==> config.mk <==
export PLATFORM = sky130hd
export DESIGN_NAME = sha3_msg_sequencer
export DESIGN_NICKNAME = d
export VERILOG_FILES = /design/src/rtl/sha3_msg_sequencer.sv
export SDC_FILE = /design/constraint.sdc
export NUM_CORES = 1
export LEC_CHECK = 0
export CAP_MARGIN = 40
export CORE_AREA = 5 5 253 255
export DETAILED_ROUTE_END_ITERATION = 10
export DIE_AREA = 0 0 258 260
export DONT_BUFFER_PORTS = 1
export PLACE_DENSITY_LB_ADDON = 0.12
export SLEW_MARGIN = 25
export SYNTH_ARGS = -nofsm -noshare
export SYNTH_HDL_FRONTEND = slang
export SYNTH_SLANG_ARGS = --single-unit
==> constraint.sdc <==
create_clock -name clk -period 3.25 [get_ports clk]
set_clock_uncertainty 0.2 [all_clocks]
set_input_delay 0.975 -clock clk [delete_from_list [all_inputs] [get_ports clk]]
set_output_delay 0.975 -clock clk [all_outputs]
set_load 0.1 [all_outputs]
==> src/rtl/sha3_msg_sequencer.sv <==
// sha3_msg_sequencer: streams message words into the SHA-3 core, inserts the terminating pad word, serialises the digest
module sha3_msg_sequencer #(
    parameter int LEN_W = 32
) (
    input  logic             clk,
    input  logic             reset_n,
    input  logic [31:0]      s_data,
    input  logic             s_valid,
    input  logic             s_last,
    input  logic [1:0]       s_bytes,
    output logic             s_ready,
    output logic [31:0]      core_in,
    output logic             core_in_ready,
    output logic             core_is_last,
    output logic [1:0]       core_byte_num,
    output logic             core_reset,
    input  logic             core_buffer_full,
    input  logic [511:0]     core_out,
    input  logic             core_out_ready,
    output logic [31:0]      d_data,
    output logic             d_valid,
    output logic             d_last,
    input  logic             d_ready,
    output logic             busy,
    output logic [LEN_W-1:0] msg_len
);
    typedef enum logic [2:0] {CLR, FEED, PAD, WAIT, DRAIN} state_t;
    state_t r_state, w_next;
    logic [511:0] r_digest;
    logic [3:0] r_idx;
    logic [LEN_W-1:0] r_len;
    logic r_started;
    logic w_acc, w_pad;
    logic [2:0] w_inc;
    logic [LEN_W:0] w_sum;
    always_ff @(posedge clk or negedge reset_n) begin
        if (!reset_n) r_state <= CLR;
        else r_state <= w_next;
    end
    always_comb begin
        w_next = r_state;
        s_ready = 1'b0;
        w_acc = 1'b0;
        w_pad = 1'b0;
        case (r_state)
            CLR: w_next = FEED;
            FEED: begin
                s_ready = !core_buffer_full;
                w_acc = s_valid && !core_buffer_full;
                if (w_acc && s_last) w_next = (s_bytes != 2'd0) ? WAIT : PAD;
            end
            PAD: begin
                w_pad = !core_buffer_full;
                if (w_pad) w_next = WAIT;
            end
            WAIT: if (core_out_ready) w_next = DRAIN;
            DRAIN: if (d_ready && r_idx == 4'd15) w_next = CLR;
            default: w_next = CLR;
        endcase
    end
    assign core_in_ready = w_acc || w_pad;
    assign core_in = w_acc ? s_data : 32'd0;
    assign core_is_last = w_pad || (w_acc && s_last && s_bytes != 2'd0);
    assign core_byte_num = (w_acc && s_last) ? s_bytes : 2'd0;
    assign core_reset = !reset_n || r_state == CLR;
    assign busy = reset_n && !(r_state == FEED && !r_started);
    assign d_valid = r_state == DRAIN;
    assign d_data = d_valid ? r_digest[511:480] : 32'd0;
    assign d_last = d_valid && r_idx == 4'd15;
    assign msg_len = r_len;
    // first word of a message restarts the count instead of accumulating
    assign w_inc = (s_last && s_bytes != 2'd0) ? {1'b0, s_bytes} : 3'd4;
    assign w_sum = {1'b0, r_started ? r_len : {LEN_W{1'b0}}} + (LEN_W+1)'(w_inc);
    always_ff @(posedge clk or negedge reset_n) begin
        if (!reset_n) begin
            r_digest <= '0;
            r_idx <= 4'd0;
            r_len <= '0;
            r_started <= 1'b0;
        end else begin
            if (r_state == CLR) r_started <= 1'b0;
            if (w_acc) begin
                r_len <= w_sum[LEN_W] ? {LEN_W{1'b1}} : w_sum[LEN_W-1:0];
                r_started <= 1'b1;
            end
            if (r_state == WAIT && core_out_ready) begin
                r_digest <= core_out;
                r_idx <= 4'd0;
            end
            if (r_state == DRAIN && d_ready) begin
                r_digest <= r_digest << 32;
                r_idx <= r_idx + 4'd1;
            end
        end
    end
endmodule

==> flow_summary.ini <==
[logic_synthesis]
yosys.area.top_type = dfrtp_1
synthMuxAreaShare_pct = 0.410
synth_top_area_share_pct = 56.6
synth_top_family_by_area = simple AND/OR/NAND/NOR gates
ys_ff_latch = 552
synth_cell_type_count = 64
yosys_warnings = 0
synth-simple-area-share_pct = 21.9
synth_compound_area_share_pct = 16.9
synth_xor_area_share_pct = 0.0718
syn_area_um2 = 24400
ys_async_sr_fraction_pct = 100
synth_fa_ha_area_share_pct = 0.287
synth_area_leaders = dfrtp_1 57%, nand2_1 17%, a22oi_1 15%
syn_area_per_cell_um2 = 9.36
yosysSeqAreaShare_pct = 56.6
syn_inst = 2606
synth_nets = 3164
synth_edf_count = 0
synth_ff_type = dfrtp_1

[sta]
fin_tns_setup_ns = -0.292
setup_viol = 15
fin_crit_sh_pct = 101
worst_pin_slew_ns = 0.771
whs_ns = 0.0645
relSlewSlack_pct = 48.2
min_period_ns = 3.29
finalHoldViolCount = 0
maxSlewViolCount = 0
rsz0062_at_grt = yes
timing.final.ws_setup_ns = -0.0391
fmax_mhz = 304

[pwr]
vdd_drop_max_mv = 0.497
finalPower_mw = 25.5
cellLeakagePower_nw = 14.4
powerDensity_nw_per_um2 = 867

[place]
place_hpwl_um = 61300
placed_area_um2 = 26900
gp_congestion = 0.889
port_buffers = 0

[cells_and_area]
layout_common_cells = 1071 x nand2_1, 549 x dfrtp_1, 480 x a22oi_1
nFillCells = 5791
num-nets-final = 3193
final_common_cell = nand2_1
syn_to_final_growth_pct = 20.4
drive_above_1_share_pct = 13.8
final_cell_area_um2 = 29400

[global_routing]
grt-ovfl-total = 0
grt_usage_pct = 24.4
grt_pass1_wl_um = 127000
grt_max_degree = 555
grt_pass1_vias = 19700
grt_antenna_before_repair = 23

[detailed_routing]
drcViolationCount = 0
post_drt_wl_per_cell_um = 24.8
dr.pass1.iters = 6
wl_um = 86500
ant_nets = 0
drtIter0Drc = 1833
via_per_inst = 5.65
vias = 19700

[job]
cap_violations = 0

[worst_hold_path]
min_path_type = input pin to asynchronous set/reset pin

[setup_path]
r2r_setup_slack_ns = 0.27
crit_chain = nor4b_4, buf_4, and2_4, and3_4, buf_12
endpoint_kind = output port
worstPathRequired_ns = 2.07
worstPathMaxFanout = 5
cp-start-kind = flop
slowest_delay_ns = 0.45
cp.arrival_ns = 2.11
cp_slowest_cell = dfrtp_2
crit_type = flop to output port

[floorplanning]
initial_utilization_pct = 39.7
io_pins = 658
rows = 91
die_h_um = 260
die_area_um2 = 67100
dieWidth_um = 258
core_um2 = 61400

[clocking]
cts.sinks = 552
cts_root_buf = clkbuf_16
cts.clk_slew.worst_paths_ns = 0.06
cts_buffer_depth = 3
clock_latency_ns = 0.61
cts_max_level = 2
cts_buffers = 60
cts_tree = done

[outcome]
violations = setup timing
status = complete, but fails checks
metrics by stage:
step | setup slack [ns] | utilization, % | std cells
finish | -0.0391 | 47.8 | 3486
global route | -0.124 | 47.8 | 3478
CTS | -0.0329 | 47.2 | 3455
detailed placement | -0.0717 | 43.8 | 3344
global placement | 0.0116 | 43.8 | 3344
floorplan | -0.306 | - | 2606
power by group:
| group | internal (mW) | switching [mW] | leakage [nW] | total [mW] |
|---|---|---|---|---|
| registers | 9.85 | 2.00 | 6.94 | 11.8 |
| clock network | 4.10 | 2.85 | 0.995 | 6.95 |
| logic | 2.35 | 4.31 | 6.45 | 6.66 |
| total | 16.3 | 9.16 | 14.4 | 25.5 |
critical path: cells and delay by family, from the launching register on:
kind,cells,cell delay (ns)
and+or+nand+nor,3,0.69
buffers and inverters,2,0.35
DFF,1,0.45
synthesized netlist by cell type (3+ instances only):
cell type	instances
nand3_1	50
nand4_1	9
nor4_1	5
inv_1	3
and2_1	43
nand4_2	3
buf_2	111
a41oi_1	7
mux2i_1	10
nor2_1	19
and3_1	39
nand2_1	1074
dfrtp_1	552
ha_1	4
a22oi_1	480
nand3_2	3
or3_1	6
nor4_2	3
o21ai_0	15
a211o_1	3
o211ai_2	3
o211ai_1	4
a21oi_1	13
or4_1	4
clkbuf_1	83
and4_1	4
nor3_1	8
worst paths after layout:
kind / start / endpoint / cells after the start
worst max register to register: r_state[2] / r_digest[492] / 11
min in group clk: r_digest[498] / r_digest[498] / 2
worst min register to register: r_digest[498] / r_digest[498] / 2
worst max-delay path: r_state[2] / core_byte_num[0] / 5
worst min-delay path: reset_n / r_state[2] / 1
max in group asynchronous: reset_n / r_digest[303] / 3
cells by family after synthesis:
group	count (synthesis)
multiplexers	10
buffers and inverters	204
adder cells (fa/ha/maj)	5
AND/OR/NAND/NOR	1281
flip-flops	552
AO/OA/AOI/OAI	552
XOR/XNOR	2
state kept, by name, indices dropped and copies added, names as in the netlist:
name       flops
r_started      1
r_digest     512
r_idx          4
r_state        3
msg_len       32
final cells by class:
type | instances | area [um2] | area share (%)
diodes | 15 | 37.5 | 0.128
clock buffers | 83 | 1770 | 6.02
clock inverters | 25 | 249 | 0.848
inverters | 5 | 18.8 | 0.0639
multi-input cells | 1850 | 9950 | 33.9
flip-flops and latches | 552 | 13800 | 47.1
well taps | 790 | 988 | 3.37
repair buffers | 166 | 2530 | 8.63
what timing repair did:
item	CTS	global route
cloned	1	6
endpoints found under the setup margin	61	59
hold endpoints to repair	552	14
pin swaps	10	3
resized for setup	12	34
setup buffers	2	6
per-layer routing:
layer	routed length [um]	share of wire [%]	track usage, %
met5	161	0.19	0
met4	2750	3.2	7.48
met3	7650	8.8	8.36
met2	41400	48	39.6
met1	34600	40	31.1
(Power assumes the default switching activity.)
